File: src/rtl/alu_seq_param.sv
// alu_seq_param: parametrised handshaked ALU with flag ports.
// DIV/MOD use an iterative restoring divider; output stage holds under backpressure.
module alu_seq_param #(
    parameter int WIDTH = 8,
    parameter int CNT_W = $clog2(WIDTH + 1)
) (
    input  logic               CLK,
    input  logic               RST,
    input  logic               IN_VALID,
    output logic               IN_READY,
    input  logic [WIDTH-1:0]   A,
    input  logic [WIDTH-1:0]   B,
    input  logic [3:0]         ALU_SEL,
    output logic               OUT_VALID,
    input  logic               OUT_READY,
    output logic [2*WIDTH-1:0] RESULT,
    output logic               FLAG_C,
    output logic               FLAG_Z,
    output logic               FLAG_N,
    output logic               FLAG_E
);

    localparam int RW = 2 * WIDTH;

    typedef enum logic {
        S_IDLE,
        S_DIV
    } state_t;

    state_t state, state_nxt;

    logic [WIDTH-1:0] dvd_q;
    logic [WIDTH-1:0] dvs_q;
    logic [WIDTH:0]   rem_q;
    logic [CNT_W-1:0] cnt_q;
    logic             mod_q;

    logic             accept;
    logic             is_div;
    logic             div_start;
    logic             div_last;

    logic [WIDTH:0]   rem_sh;
    logic [WIDTH:0]   rem_try;
    logic [WIDTH:0]   rem_nxt;
    logic             q_bit;
    logic [WIDTH-1:0] quo_nxt;

    logic [RW-1:0]    a_x;
    logic [RW-1:0]    b_x;
    logic [WIDTH:0]   sum_ab;
    logic [WIDTH:0]   sum_aa;
    logic             b_gt_a;
    logic [WIDTH-1:0] diff;
    logic [WIDTH-1:0] neg_a;

    logic [RW-1:0]    res_c;
    logic             c_c;
    logic             n_c;
    logic             e_c;

    logic             ld;
    logic [RW-1:0]    ld_res;
    logic             ld_c;
    logic             ld_n;
    logic             ld_e;

    assign IN_READY  = (state == S_IDLE) && (!OUT_VALID || OUT_READY);
    assign accept    = IN_VALID && IN_READY;
    assign is_div    = (ALU_SEL == 4'd3) || (ALU_SEL == 4'd4);
    assign div_start = accept && is_div && (B != '0);
    assign div_last  = (state == S_DIV) && (cnt_q == CNT_W'(1));

    // One restoring step: shift in next dividend bit, keep the
    // subtraction only when it does not borrow.
    assign rem_sh  = {rem_q[WIDTH-1:0], dvd_q[WIDTH-1]};
    assign rem_try = rem_sh - {1'b0, dvs_q};
    assign q_bit   = rem_q[WIDTH] | ~rem_try[WIDTH];
    assign rem_nxt = q_bit ? rem_try : rem_sh;
    assign quo_nxt = {dvd_q[WIDTH-2:0], q_bit};

    assign a_x    = {{WIDTH{1'b0}}, A};
    assign b_x    = {{WIDTH{1'b0}}, B};
    assign sum_ab = {1'b0, A} + {1'b0, B};
    assign sum_aa = {1'b0, A} + {1'b0, A};
    assign b_gt_a = (B > A);
    assign diff   = b_gt_a ? (B - A) : (A - B);
    assign neg_a  = ~A + WIDTH'(1);

    // Single-cycle operations and divide-by-zero results
    always_comb begin
        res_c = '0;
        c_c   = 1'b0;
        n_c   = 1'b0;
        e_c   = 1'b0;
        unique case (ALU_SEL)
            4'd0: begin
                res_c = {{(WIDTH-1){1'b0}}, sum_ab};
                c_c   = sum_ab[WIDTH];
            end
            4'd1: begin
                res_c = {{WIDTH{1'b0}}, diff};
                c_c   = b_gt_a;
                n_c   = b_gt_a;
            end
            4'd2: res_c = a_x * b_x;
            4'd3, 4'd4: begin
                res_c = '1;
                e_c   = 1'b1;
            end
            4'd5: res_c = a_x & b_x;
            4'd6: res_c = a_x | b_x;
            4'd7: res_c = a_x ^ b_x;
            4'd8: res_c = {{WIDTH{1'b0}}, ~A};
            4'd9: begin
                res_c = {{WIDTH{1'b0}}, A[WIDTH-2:0], 1'b0};
                c_c   = A[WIDTH-1];
            end
            4'd10: begin
                res_c = a_x >> 1;
                c_c   = A[0];
            end
            4'd11: res_c[2:0] = {A == B, A < B, A > B};
            4'd12: res_c = {{WIDTH{1'b0}}, neg_a};
            4'd13: res_c = {B, A};
            4'd14: res_c = {A, B};
            4'd15: begin
                res_c = {{(WIDTH-1){1'b0}}, sum_aa};
                c_c   = sum_aa[WIDTH];
            end
        endcase
    end

    // Select what the output stage loads this cycle, if anything
    always_comb begin
        ld     = 1'b0;
        ld_res = res_c;
        ld_c   = c_c;
        ld_n   = n_c;
        ld_e   = e_c;
        if (div_last) begin
            ld     = 1'b1;
            ld_res = mod_q ? {{WIDTH{1'b0}}, rem_nxt[WIDTH-1:0]}
                           : {{WIDTH{1'b0}}, quo_nxt};
            ld_c   = 1'b0;
            ld_n   = 1'b0;
            ld_e   = 1'b0;
        end else if (accept && !div_start) begin
            ld = 1'b1;
        end
    end

    // State register
    always_ff @(posedge CLK) begin
        if (RST) state <= S_IDLE;
        else     state <= state_nxt;
    end

    // Next-state: busy in DIV until the last quotient bit lands
    always_comb begin
        state_nxt = state;
        unique case (state)
            S_IDLE: if (div_start) state_nxt = S_DIV;
            S_DIV:  if (div_last)  state_nxt = S_IDLE;
        endcase
    end

    // Divider registers; operands captured at accept
    always_ff @(posedge CLK) begin
        if (RST) begin
            dvd_q <= '0;
            dvs_q <= '0;
            rem_q <= '0;
            cnt_q <= '0;
            mod_q <= 1'b0;
        end else if (div_start) begin
            dvd_q <= A;
            dvs_q <= B;
            rem_q <= '0;
            cnt_q <= CNT_W'(WIDTH);
            mod_q <= (ALU_SEL == 4'd4);
        end else if (state == S_DIV) begin
            dvd_q <= quo_nxt;
            rem_q <= rem_nxt;
            cnt_q <= cnt_q - CNT_W'(1);
        end
    end

    // Output stage: load on result, clear on drain, hold otherwise
    always_ff @(posedge CLK) begin
        if (RST) begin
            OUT_VALID <= 1'b0;
            RESULT    <= '0;
            FLAG_C    <= 1'b0;
            FLAG_Z    <= 1'b0;
            FLAG_N    <= 1'b0;
            FLAG_E    <= 1'b0;
        end else if (ld) begin
            OUT_VALID <= 1'b1;
            RESULT    <= ld_res;
            FLAG_C    <= ld_c;
            FLAG_Z    <= (ld_res == '0);
            FLAG_N    <= ld_n;
            FLAG_E    <= ld_e;
        end else if (OUT_READY) begin
            OUT_VALID <= 1'b0;
        end
    end

endmodule

File: config.mk
export PLATFORM = sky130hd
export DESIGN_NAME = alu_seq_param
export DESIGN_NICKNAME = d
export VERILOG_FILES = /design/src/rtl/alu_seq_param.sv
export SDC_FILE = /design/constraint.sdc
export NUM_CORES = 1
export LEC_CHECK = 0
export ABC_AREA = 1
export BUFFER_PORTS_ARGS = -buffer_cell sky130_fd_sc_hd__buf_2
export CAP_MARGIN = 5
export CORE_MARGIN = 2
export CORE_UTILIZATION = 55
export DETAILED_ROUTE_END_ITERATION = 8
export GPL_ROUTABILITY_DRIVEN = 0
export GPL_TIMING_DRIVEN = 1
export PLACE_DENSITY = 0.76
export SLEW_MARGIN = 20
export SYNTH_ARGS = -nofsm -noshare
export SYNTH_HDL_FRONTEND = slang
export SYNTH_SLANG_ARGS = --single-unit
File: constraint.sdc
create_clock -name CLK -period 4.56 [get_ports CLK]
set_input_delay 0.684 -clock CLK [delete_from_list [all_inputs] [get_ports CLK]]
set_output_delay 0.684 -clock CLK [all_outputs]
set_load 0.03 [all_outputs]
After elaboration in Yosys (flattened, before gate mapping)
Index checks and enable logic that the tools add are counted.
{ "word_totals": {"ff_bits": 52, "input_bits": 24, "wordCells": 88} }
{ "op_classes": {"n_addsub": 7, "multipliers": 1, "order_cmp": 3, "eq_ne": 17, "mux": 23, "n_bitwise": 7, "n_reduce_logical": 17} }
{ "op_table": {"columns": ["cell", "n"], "rows": [
  ["one-hot mux 13 bit (14 select lines)", 1],
  ["one-hot mux 3 bit (15 select lines)", 1],
  ["== test 4 bit, second input constant", 8],
  ["2-to-1 mux 8 bit", 4],
  ["adder 8 x 8 -> 9 bit", 2],
  ["== test 4 x 3 -> 1 bit, second input constant", 4],
  ["> comparator 8 bit", 2],
  ["zero test 16 bit", 1],
  ["multiplier 8 x 8 -> 16 bit", 1],
  ["2-to-1 mux 16 bit", 1],
  ["subtractor 8 bit", 2],
  ["2-to-1 mux 1 bit", 11],
  ["2-to-1 mux 9 bit", 1],
  ["subtractor 9 x 8 -> 9 bit", 1],
  ["adder 8 x 1 -> 8 bit, second input constant", 1],
  ["bitwise AND 8 bit", 1],
  ["== test 4 x 1 -> 1 bit, second input constant", 2],
  ["== test 4 x 2 -> 1 bit, second input constant", 2],
  ["== test 8 bit", 1],
  ["< comparator 8 bit", 1],
  ["2-to-1 mux 4 bit", 2],
  ["NOT 8 bit", 1],
  ["bitwise OR 8 bit", 1],
  ["nonzero test 8 bit", 1],
  ["12 further kinds", 22]
]} }

Logic depth before layout (Yosys ltp)
Gate-level depths: netlist of the first run.
{ "depth": {"depth_word": 11, "ltp_mapped": 26, "mapped_depth_nobuf": 25} }

Worst setup path after synthesis of the first run
OpenSTA, ideal clock, no wires.
{ "synth_path": {"path_kind": "input port to flip-flop", "startpoint": "in A[0]", "endpoint": "reg FLAG_Z", "t_arrival_ns": 4.777, "slack_ns": -0.285, "cell_stages": 23, "path_cell_list": "clkbuf_1 > nand2_1 > fa_1 > fa_1 > inv_1 > fa_1 > inv_1 > fa_1 > inv_1 > ha_1 > nand2_1 > nor2_1 > nand2_1 > nand2_1 > a21oi_1 > or2_2 > nand2_1 > nand2_1 > nand2_1 > nand3_1 > nor2_1 > nand3_1 > a21oi_2"} }
{ "synth_via": {"elab_chain_len": 5, "word_cells_on_any_way": 19, "classes_between": "5 x add/sub; 1 x mul; 3 x order compare; 1 x eq/ne; 4 x mux; 4 x bitwise; 1 x reduce/logical"} }
{ "synth_rtl": {"columns": ["element", "line_no", "text"], "rows": [
  ["from (decl)", "11", "input logic [WIDTH-1:0] A,"],
  ["parallel branches: the longest is 3 deep, another holds multiplier 8 x 8 -> 16 bit", null, null],
  ["2-to-1 mux 16 bit (*)", "141", "if (div_last) begin"],
  ["zero test 16 bit (*)", "202", "FLAG_Z <= (ld_res == '0);"],
  ["to (signal assigned)", "202", null],
  ["to (decl)", "18", "output logic FLAG_Z,"]
]} }
Mark *: on every way between the ends.
A chain may end at the register's enable or synchronous reset.

Final worst setup path of the first run
{ "layout_path": {"startpoint": "in B[2]", "endpoint": "reg FLAG_Z"} }
{ "layout_via": {"elab_chain_len": 6, "word_cells_on_any_way": 22, "classes_between": "3 x add/sub; 1 x mul; 3 x order compare; 1 x eq/ne; 6 x mux; 3 x bitwise; 5 x reduce/logical"} }
{ "layout_rtl": {"columns": ["element", "line_no", "text"], "rows": [
  ["from (decl)", "12", "input logic [WIDTH-1:0] B,"],
  ["parallel branches: the longest is 6 deep, another holds multiplier 8 x 8 -> 16 bit", null, null]
]} }
Several ways; the timed one is not identified.

==> key figures, run 1 <==
Status
  – Status: complete, no violations

Yosys
  – Synth Flop Type: dfxtp_1
  – Async set-reset flop share out of synthesis: 0%
  – Syn Nets: about 1300
  – #FFs+latches synth: 52
  – Avg Cell Area, Syn: 6.20 µm²
  – Syn. warnings: 0
  – Post-Syn Area: 0.00741 mm²
  – Cell taking the most area after synthesis: nand2_1
  – Syn Inst Count: 1195
  – Post-synthesis sequential area ratio: 14.1%
  – Top cell type's share of synthesized area: between 15 and 20%
  – Synth cell types: 46
  – EDFF count, synth: 0
  – Top post-synthesis cells by area: nand2_1, dfxtp_1, ha_1

Worst setup path
  – Crit Path Max Fanout: 8
  – Worst-path cell chain: buf_6 > buf_4 > nand2_1 > inv_1 > ha_1 > fa_1 > ha_1 > inv_1 > fa_1 > inv_1 > fa_1 > xnor2_1 > nor2_1 > nor2_1 > nand4_1 > nor2_1 > nand3_1 > nand2_1 > nand2_1 > nor3_1 > nand3_1 > a21oi_2
  – Slowest-stage cell, CP: fa_1
  – CP required: 4790 ps
  – Critical Path AT: 4760 ps
  – Worst path max stage delay: about 530 ps
  – Kind of critical path: input port to flop
  – CP endpoint kind: flop
  – CP startpoint kind: input port

Timing
  – Tcrit/Tclk final: 99.4%
  – Final Hold Fails: 0
  – Worst-margin pin slew: 987 ps
  – RSZ-0062 raised after global routing: yes
  – Normalized max-slew margin: around a third
  – Max Slew Vio Count: 0
  – Min Clock Period, post-route: 4530 ps
  – Peak Freq: 221 MHz
  – Setup TNS: 0 ps
  – Final setup vio count: 0
  – Final Worst Setup Slack: 26.6 ps
  – Setup Skew: between 8 and 9 ps

Drt
  – Drt first pass iters: 7
  – WL/cell: 15.9 µm
  – Via count: 8133
  – # DRC: 0
  – DR vias/cell: around 5.6
  – Initial drt markers: 1020
  – Remaining antenna violation count: 0
  – WL final: between 20000 and 25000 µm

Cells and area
  – Layout cells sized above 1: 16.1%
  – Fin nets: 1415
  – Antenna cells: 0
  – Finished Layout Cells: 1449
  – Area growth syn-to-layout: 16.4%
  – Finished Core Util: 65.4%

Clock network
  – Hold buffers post-CTS: 0
  – Clk slew on worst S/H paths: 70 ps
  – Worst skew pair latency: 290 ps
  – CTS Sinks: 52
  – CTS buffer count: 5
  – CTS Buffer Depth: 2
  – H-Tree Depth: 2
  – CTS root buffer: clkbuf_16
  – CTS tree: built

Placement
  – Port-buffer cells: 45
  – Placed wire-length estimate: 18000 µm
  – Placed insts: ~1400
  – Placement Setup Slack: -378 ps

Run
  – Max Cap Viol: 0

Die
  – Effective utilization at floorplan: a little under three fifths
  – Die Span X: 120 µm
  – Die height: about 120 µm
  – Core box area: about 0.013 mm²
  – Row cnt: 42
  – Die area: 0.0144 mm²
  – IO Count: 46

Global routing
  – Largest net degree at the start of global routing: 28
  – Overflow after GRT: 0
  – Vias in the first global route: 7614
  – GR Util All Layers: 31.5%
  – Initial antenna violation count: 0
  – First-pass GRT wire length: between 30000 and 40000 µm

Power and ir drop
  – Leakage Power: 4.70 nW
  – Power Dens Cells: 301 mW/mm²
  – Peak supply drop: 229 µV
  – Total power: 0.00260 W

Worst hold path
  – Worst hold path type: flop to flop
==> critical path, delay by kind of cell <==
kind	cells	cell delay, ps
and+or+nand+nor	10	1250
xor gates and xnor gates	1	190
adders and majority gates	5	2020
AOI/OAI and AO/OA	1	140
buffers and inverters	5	470
==> per-stage QoR <==
stage	area [µm²]	hold WS [ps]
2_1_floorplan	7520	435
3_3_place_gp	8170	452
3_5_place_dp	8170	454
4_1_cts	8340	464
5_1_grt	8620	481
6_report	8620	464
==> final cells by class <==
class                           count  area (µm²)
Sequential cell                    52        1040
Fill cell                        1219        4570
Multi-Input combinational cell    883        5580
Timing Repair Buffer              111         796
Inverter                          219         822
Tap cell                          176         220
Clock inverter                      2        38.8
Clock buffer                        6         129
==> synthesized netlist by cell type (4+ instances only) <==
library cell	n
dfxtp_1	52
nand4_1	23
nand2_1	337
a31oi_1	7
ha_1	79
o21bai_1	9
inv_1	208
nor2_1	100
o21ai_0	46
nand2_2	6
clkbuf_1	25
inv_2	9
o2111ai_1	6
xor2_1	7
a21oi_2	5
or2_2	6
nor3_1	7
o211ai_1	4
buf_2	8
fa_1	40
nand3_1	99
a21oi_1	61
a221oi_1	7
==> cells in the final DEF, fill, tap and decap left out, types with 7 or more instances in the layout <==
master and count:
nand2_1 318, inv_1 203, nor2_1 96, nand3_1 95
ha_1 72, buf_4 69, a21oi_1 56, dfxtp_1 52
o21ai_0 42, fa_1 37, buf_2 33, nand4_1 23
nand2_2 18, inv_2 14, nand2_4 9, a21oi_2 9
o21bai_1 9, nand3_2 7, nor3_1 7, xor2_1 7
a221oi_1 7, a31oi_1 7
==> flip-flops by register name (all words and copies together), names as in the netlist <==
name,flops
mod_q,1
cnt_q,4
FLAG_C,1
dvd_q,8
RESULT,16
FLAG_Z,1
OUT_VALID,1
state,1
FLAG_E,1
rem_q,9
dvs_q,8
FLAG_N,1
==> path summary, 6_finish.rpt <==
check / start / endpoint / slack (ps) / cells after the start
min reg2reg: cnt_q[1] / cnt_q[1] / 460 / 2
max reg2reg: dvd_q[7] / FLAG_Z / 1640 / 16
min: cnt_q[1] / cnt_q[1] / 460 / 2
max: B[2] / FLAG_Z / 30 / 22
==> per-layer routing <==
| metal | routed length [µm] | part of all wire (%) | GRT usage [%] | vias to the layer above |
|---|---|---|---|---|
| met5 | 0 | 0 | 0 | - |
| met4 | 1120 | 4.9 | 13.0 | 0 |
| met3 | 2030 | 8.8 | 3.75 | 87 |
| met2 | 10800 | 47 | 53.3 | 429 |
| met1 | 9070 | 39 | 40.8 | 3689 |
| li1 | - | - | - | 3928 |
==> power breakdown <==
group	internal (W)	switching, W	leakage (nW)	total, W
clock network	0.000262	0.000174	0.0815	0.000436
registers	0.000479	0.0000155	0.424	0.000495
logic	0.000680	0.000986	4.20	0.00167
total	0.00142	0.00118	4.70	0.00260
==> cells by family after synthesis <==
kind of cell             count (synthesis)  share of synthesized area, %
AO/OA/AOI/OAI                          159                          12.7
XOR/XNOR                                10                          1.18
adder cells (fa/ha/maj)                119                          24.2
buffers and inverters                  260                          13.8
flip-flops                              52                          14.1
AND/OR/NAND/NOR                        595                          34.1
==> what timing repair did <==
item / in CTS / in global routing
resized for setup: 3 / 87
setup buffers: 0 / 4
pin swaps: 0 / 43
gates cloned: 0 / 0
endpoints found under the setup margin: 1 / 11
No activity file was read; power rests on OpenSTA's default activity.
==> run 2, diff against run 1 <==
--- a/config.mk
+++ b/config.mk
@@ -13,7 +13,7 @@
 export DETAILED_ROUTE_END_ITERATION = 8
 export GPL_ROUTABILITY_DRIVEN = 0
 export GPL_TIMING_DRIVEN = 1
-export PLACE_DENSITY = 0.76
+export PLACE_DENSITY = 0.73
 export SLEW_MARGIN = 20
 export SYNTH_ARGS = -nofsm -noshare
 export SYNTH_HDL_FRONTEND = slang
==> constraint.sdc (replaced) <==
create_clock -name CLK -period 4.9 [get_ports CLK]
set_input_delay 0.735 -clock CLK [delete_from_list [all_inputs] [get_ports CLK]]
set_output_delay 0.735 -clock CLK [all_outputs]
set_load 0.03 [all_outputs]
==> key figures, run 2 (synthesis results as in run 1) <==
Global routing
  – Overflow after GRT: 0 (unchanged)
  – GR peak layer: met2
  – Largest net degree at the start of global routing: 30 (+7.1%)
  – M2 GR Usage: 53.7% (+0.46 points)
  – M1 GR Usage: 42.3% (+1.5 points)
  – GR Util All Layers: 32.6% (+1.0 points)
  – Vias in the first global route: 7557 (-0.75%)
  – GR Util met3: 4.66% (+0.90 points)
  – First-pass GRT wire length: 37500 µm (+2.2%)
  – Initial antenna violation count: 1 (+1)

Cells and area
  – Layout cells sized above 1: 12.3% (-3.8 points)
  – Multi-input combinational cell area: 0.00542 mm² (-2.8%)
  – Largest reg by FF count: RESULT
  – Commonest non-fill, non-tap cell in the layout: nand2_1
  – Largest regs: RESULT x16, rem_q x9
  – Fin nets: 1401 (-0.99%)
  – Reg area: 0.00104 mm² (unchanged)
  – Area growth syn-to-layout: 11.8%
  – Most frequent cells in the layout: nand2_1, inv_1, nor2_1, nand3_1, ha_1
  – Layout fillers: 1308 (+7.3%)
  – Max reg flops: 16 (unchanged)

Timing
  – Peak Freq: approximately 220 MHz
  – Setup Skew: 9.25 ps (+0.427 ps)
  – Tcrit/Tclk final: 94.5%
  – Worst-margin pin slew: 1000 ps (+13.4 ps)
  – Final Worst Setup Slack: 271 ps (+245 ps)
  – Final Hold Fails: 0 (unchanged)
  – Min Clock Period, post-route: 4630 ps
  – Normalized max-slew margin: 33.0% (-0.90 points)
  – Worst Hold Slack: 463 ps (-0.335 ps)
  – Max Slew Vio Count: 0 (unchanged)
  – Final setup vio count: 0 (unchanged)

Clock network
  – H-Tree Depth: 2 (unchanged)
  – Setup bufs post-CTS: 0 (unchanged)
  – Hold buffers post-CTS: 0 (unchanged)
  – Clk slew on worst S/H paths: 60 ps (about the same)
  – CTS tree: built
  – Worst skew pair latency: 300 ps (about the same)
  – CTS root buffer: clkbuf_16
  – CTS Sinks: 52 (unchanged)
  – Post-cts resize count: 0 (-3)
  – CTS buffer count: 5 (unchanged)
  – CTS Buffer Depth: 2 (unchanged)

Drt
  – WL/cell: 16.1 µm (+1.2%)
  – Remaining antenna violation count: 0 (unchanged)
  – # DRC: 0 (unchanged)
  – Via count: 8072 (-0.75%)
  – DR vias/cell: 5.63 (+0.22%)
  – WL final: 23100 µm (+0.25%)
  – Initial drt markers: 827 (-19%)
  – Drt first pass iters: 6 (-1)

Die
  – Row cnt: 42 (unchanged)
  – Effective utilization at floorplan: 56.2% (unchanged)
  – IO Count: 46 (unchanged)
  – Die height: 120 µm (unchanged)
  – Die area: 0.0144 mm² (unchanged)
  – Die Span X: 120 µm (unchanged)
  – Core box area: 0.0132 mm² (unchanged)

Worst setup path
  – CP startpoint kind: input port
  – Kind of critical path: input port to flop
  – CP required: 5130 ps (+340 ps)
  – Crit Path Max Fanout: 6 (-2)
  – Critical Path AT: 4860 ps (+100 ps)
  – CP endpoint kind: flop

Placement
  – Placement Setup Slack: -94.8 ps (+283 ps)
  – Port-buffer cells: 45 (unchanged)
  – Placed wire-length estimate: 18100 µm (+0.26%)

Power and ir drop
  – Power Dens Cells: 268 mW/mm² (-11%)
  – Peak supply drop: 185 µV (-19%)
  – Leakage Power: 4.57 nW (-2.8%)

Run
  – Max Cap Viol: 0 (unchanged)

Status
  – Status: complete, no violations

Worst hold path
  – Worst hold path type: flop to flop
[run 2: stage by stage]
stage | util, % | instance area, µm² | setup TNS, ps | power (W) | std cells
2_1_floorplan | - | 7410 | 0 | 0.00135 | 1195
3_3_place_gp | 61.1 | 8060 | -20.4 | 0.00172 | 1427
3_5_place_dp | 61.1 | 8060 | -94.8 | 0.00174 | 1427
4_1_cts | 62.2 | 8210 | 0 | 0.00210 | 1434
5_1_grt | 62.8 | 8290 | -1.24 | 0.00241 | 1435
6_report | 62.8 | 8290 | 0 | 0.00222 | 1435
[run 2: routing by layer]
layer  vias to the layer above  part of all wire (%)
met1                      3707                    41
met5                         -                     0
met2                       379                    46
li1                       3897                     -
met3                        89                   8.6
met4                         0                   4.7
[run 2: final timing paths]
path         startpoint  endpoint  slack [ps]  cells after the start
max                A[4]    FLAG_Z         270                     22
min              FLAG_E    FLAG_E         460                      2
max reg2reg    dvd_q[7]    FLAG_Z        2060                     14
min reg2reg      FLAG_E    FLAG_E         460                      2
[run 2: worst max-delay path: stages]
cell,delay [ps]
buf_2,140
ha_2,210
fa_1,560
fa_1,460
fa_1,560
inv_1,60
fa_1,530
inv_1,60
ha_4,290
nand2_1,70
a21oi_1,130
nor2_1,60
nand2_2,100
a21oi_2,60
or2_2,270
nand2_1,60
nand2_1,60
nand2_1,70
nand3_1,70
nor2_1,100
nand3_1,90
a21oi_2,110
[run 2: cell type report]
class                   instances  share of cell area [%]
flip-flops and latches         52                    12.6
clock inverters                 1                   0.106
inverters                     219                    9.92
repair buffers                 97                    7.61
clock buffers                   6                    1.68
multi-input cells             883                    65.4
well taps                     176                    2.66
diodes                          1                  0.0302
[run 2: power by group]
part | internal [W] | switching [W] | total, W | leakage, nW
clock network | 0.000201 | 0.000155 | 0.000356 | 0.0729
logic | 0.000564 | 0.000836 | 0.00140 | 4.07
registers | 0.000446 | 0.0000148 | 0.000461 | 0.424
==> run 3, diff against run 2 <==
==> constraint.sdc (replaced) <==
create_clock -name CLK -period 5 [get_ports CLK]
set_input_delay 0.75 -clock CLK [delete_from_list [all_inputs] [get_ports CLK]]
set_output_delay 0.75 -clock CLK [all_outputs]
set_load 0.03 [all_outputs]
==> key figures, run 3 (synthesis results as in run 1) <==
Cells and area
  – Most frequent cells in the layout: nand2_1, inv_1, nor2_1, nand3_1, ha_1
  – Area growth syn-to-layout: 8.95%
  – Antenna cells: 0 (-1)
  – Fin nets: 1384 (-1.2%)
  – Largest reg by FF count: RESULT
  – Commonest non-fill, non-tap cell in the layout: nand2_1
  – Max reg flops: 16 (unchanged)
  – Largest regs: RESULT x16, rem_q x9
  – Layout cells sized above 1: 10.2% (-2.2 points)
  – Layout fillers: 1304 (-0.31%)

Clock network
  – CTS root buffer: clkbuf_16
  – Post-cts resize count: 0 (unchanged)
  – H-Tree Depth: 2 (unchanged)
  – Clk slew on worst S/H paths: 70 ps (about the same)
  – Setup bufs post-CTS: 0 (unchanged)
  – CTS tree: built
  – Hold buffers post-CTS: 0 (unchanged)
  – CTS Sinks: 52 (unchanged)
  – Worst skew pair latency: 290 ps (about the same)
  – CTS Buffer Depth: 2 (unchanged)
  – CTS buffer count: 5 (unchanged)

Die
  – Die Span X: 120 µm (unchanged)
  – Die height: 120 µm (unchanged)
  – Row cnt: 42 (unchanged)
  – Core box area: 0.0132 mm² (unchanged)
  – Die area: 0.0144 mm² (unchanged)
  – IO Count: 46 (unchanged)
  – Effective utilization at floorplan: 56.2% (unchanged)

Worst setup path
  – CP endpoint: FLAG_Z
  – CP endpoint kind: flop
  – Kind of critical path: input port to flop
  – Worst path max stage delay: 550 ps (about the same)
  – Reg2reg end: FLAG_Z
  – Most common cell type on the critical path: nand2_1
  – Slowest-stage cell, CP: fa_1
  – Critical Path Start: A[2]
  – Worst-path cell chain: clkbuf_4 > nand2_1 > inv_1 > fa_1 > fa_1 > fa_1 > inv_1 > fa_1 > inv_1 > ha_1 > nand2_1 > nor2_1 > nand2_1 > nand2_1 > a21oi_1 > or2_2 > nand2_1 > nand2_1 > nand2_1 > nand3_1 > nor2_1 > nand3_1 > a21oi_2
  – CP startpoint kind: input port
  – Worst R2R Setup Slack: 2200 ps (+140 ps)
  – CP required: 5220 ps (+90 ps)
  – Critical Path AT: 4950 ps (+90 ps)
  – Worst flop-to-flop path startpoint: dvd_q[7]
  – Worst Reg2Reg Path Length in Cells: 14 (unchanged)
  – CP delay by family, top: adder cells
  – Stages on the worst setup path: 23 (+4.5%)
  – Crit Path Max Fanout: 9 (+3)
  – Critical path buffers and inverters: 4 (+1)

Drt
  – WL final: 22800 µm (-1.3%)
  – # DRC: 0 (unchanged)
  – WL/cell: 16.1 µm (about the same)
  – Drt first pass iters: 8 (+2)
  – DR vias/cell: 5.62 (about the same)
  – Via count: 7970 (-1.3%)
  – Initial drt markers: 894 (+8.1%)
  – Remaining antenna violation count: 0 (unchanged)

Placement
  – Placement Setup Slack: -8.17 ps (+86.6 ps)
  – Port-buffer cells: 45 (unchanged)
  – Placed wire-length estimate: 18100 µm (+0.29%)

Timing
  – RSZ-0062 raised after global routing: no
  – Min Clock Period, post-route: 4730 ps
  – Final Worst Setup Slack: 271 ps (-0.484 ps)
  – Peak Freq: 211 MHz
  – Worst-margin pin slew: 971 ps (-29.7 ps)
  – Setup Skew: 9.09 ps (-0.154 ps)
  – Normalized max-slew margin: 35.0% (+2.0 points)
  – Max Slew Vio Count: 0 (unchanged)
  – Final setup vio count: 0 (unchanged)
  – Final Hold Fails: 0 (unchanged)
  – Tcrit/Tclk final: between 90% and 100%

Power and ir drop
  – Peak supply drop: 148 µV (-20%)
  – Leakage Power: 4.49 nW (-1.9%)
  – Power Dens Cells: 246 mW/mm² (-8.1%)
  – Total power: 0.00199 W (-10%)

Global routing
  – First-pass GRT wire length: 37000 µm (-1.3%)
  – GR Util All Layers: 32.0% (-0.51 points)
  – Initial antenna violation count: 1 (unchanged)
  – Largest net degree at the start of global routing: 30 (unchanged)
  – Overflow after GRT: 0 (unchanged)
  – Vias in the first global route: 7455 (-1.3%)

Status
  – Status: complete, no violations

Run
  – Max Cap Viol: 0 (unchanged)

Worst hold path
  – Worst hold path type: flop to flop
-- run 3: cell count changes in the layout (fill, tap and decap cells not counted), sizes merged --
cell    before  now
buf         96   78
clkbuf       7    8
diode        1    0
-- run 3: worst min-delay path by stage --
| stage | startpoint | end | depth (start not counted) | slack (ps) |
|---|---|---|---|---|
| after detailed placement | cnt_q[1] | cnt_q[1] | 2 | 450 |
| after CTS | cnt_q[1] | cnt_q[1] | 2 | 460 |
| final | cnt_q[1] | cnt_q[1] | 2 | 460 |
| after global placement | cnt_q[1] | cnt_q[1] | 2 | 450 |
| after floorplan | dvs_q[2] | dvs_q[2] | 2 | 440 |
| after global routing | RESULT[12] | RESULT[12] | 2 | 480 |
-- run 3: metrics by stage --
stage | cells | utilization (%) | TNS, ps | hold slack [ps] | instance area [µm²]
floorplan | 1195 | - | 0 | 435 | 7410
global placement | 1410 | 60.0 | 0 | 453 | 7920
detailed placement | 1410 | 60.0 | -8.17 | 452 | 7920
CTS | 1417 | 61.2 | 0 | 462 | 8070
global route | 1417 | 61.2 | 0 | 485 | 8070
finish | 1417 | 61.2 | 0 | 463 | 8070
-- run 3: where the power goes --
part           switching [W]  internal, W
logic               0.000753     0.000433
registers          0.0000138     0.000437
clock network       0.000151     0.000198
-- run 3: routing by layer --
layer / GRT usage [%] / routed length (µm) / up-vias
met1: 42.8 / 9470 / 3605
met2: 52.9 / 10300 / 411
met3: 3.18 / 1970 / 90
li1: - / - / 3864
met4: 13.2 / 1040 / 0
met5: 0 / 0 / -
-- run 3: area by class of cell --
cell class	count	area (µm²)	share of cell area, %
clock buffer	6	139	1.72
clock inverter	1	8.76	0.109
inverter	219	822	10.2
multi-input combinational	883	5350	66.3
sequential	52	1040	12.9
tap	176	220	2.73
timing repair buffer	80	493	6.11
-- run 3: worst register-to-register path: cells and delay by family, from the launching register on --
family | cells | cell delay, ps
adders and majority gates | 2 | 660
and+or+nand+nor | 7 | 960
DFF | 1 | 360
buffers and inverters | 1 | 50
AOI/OAI and AO/OA | 4 | 700
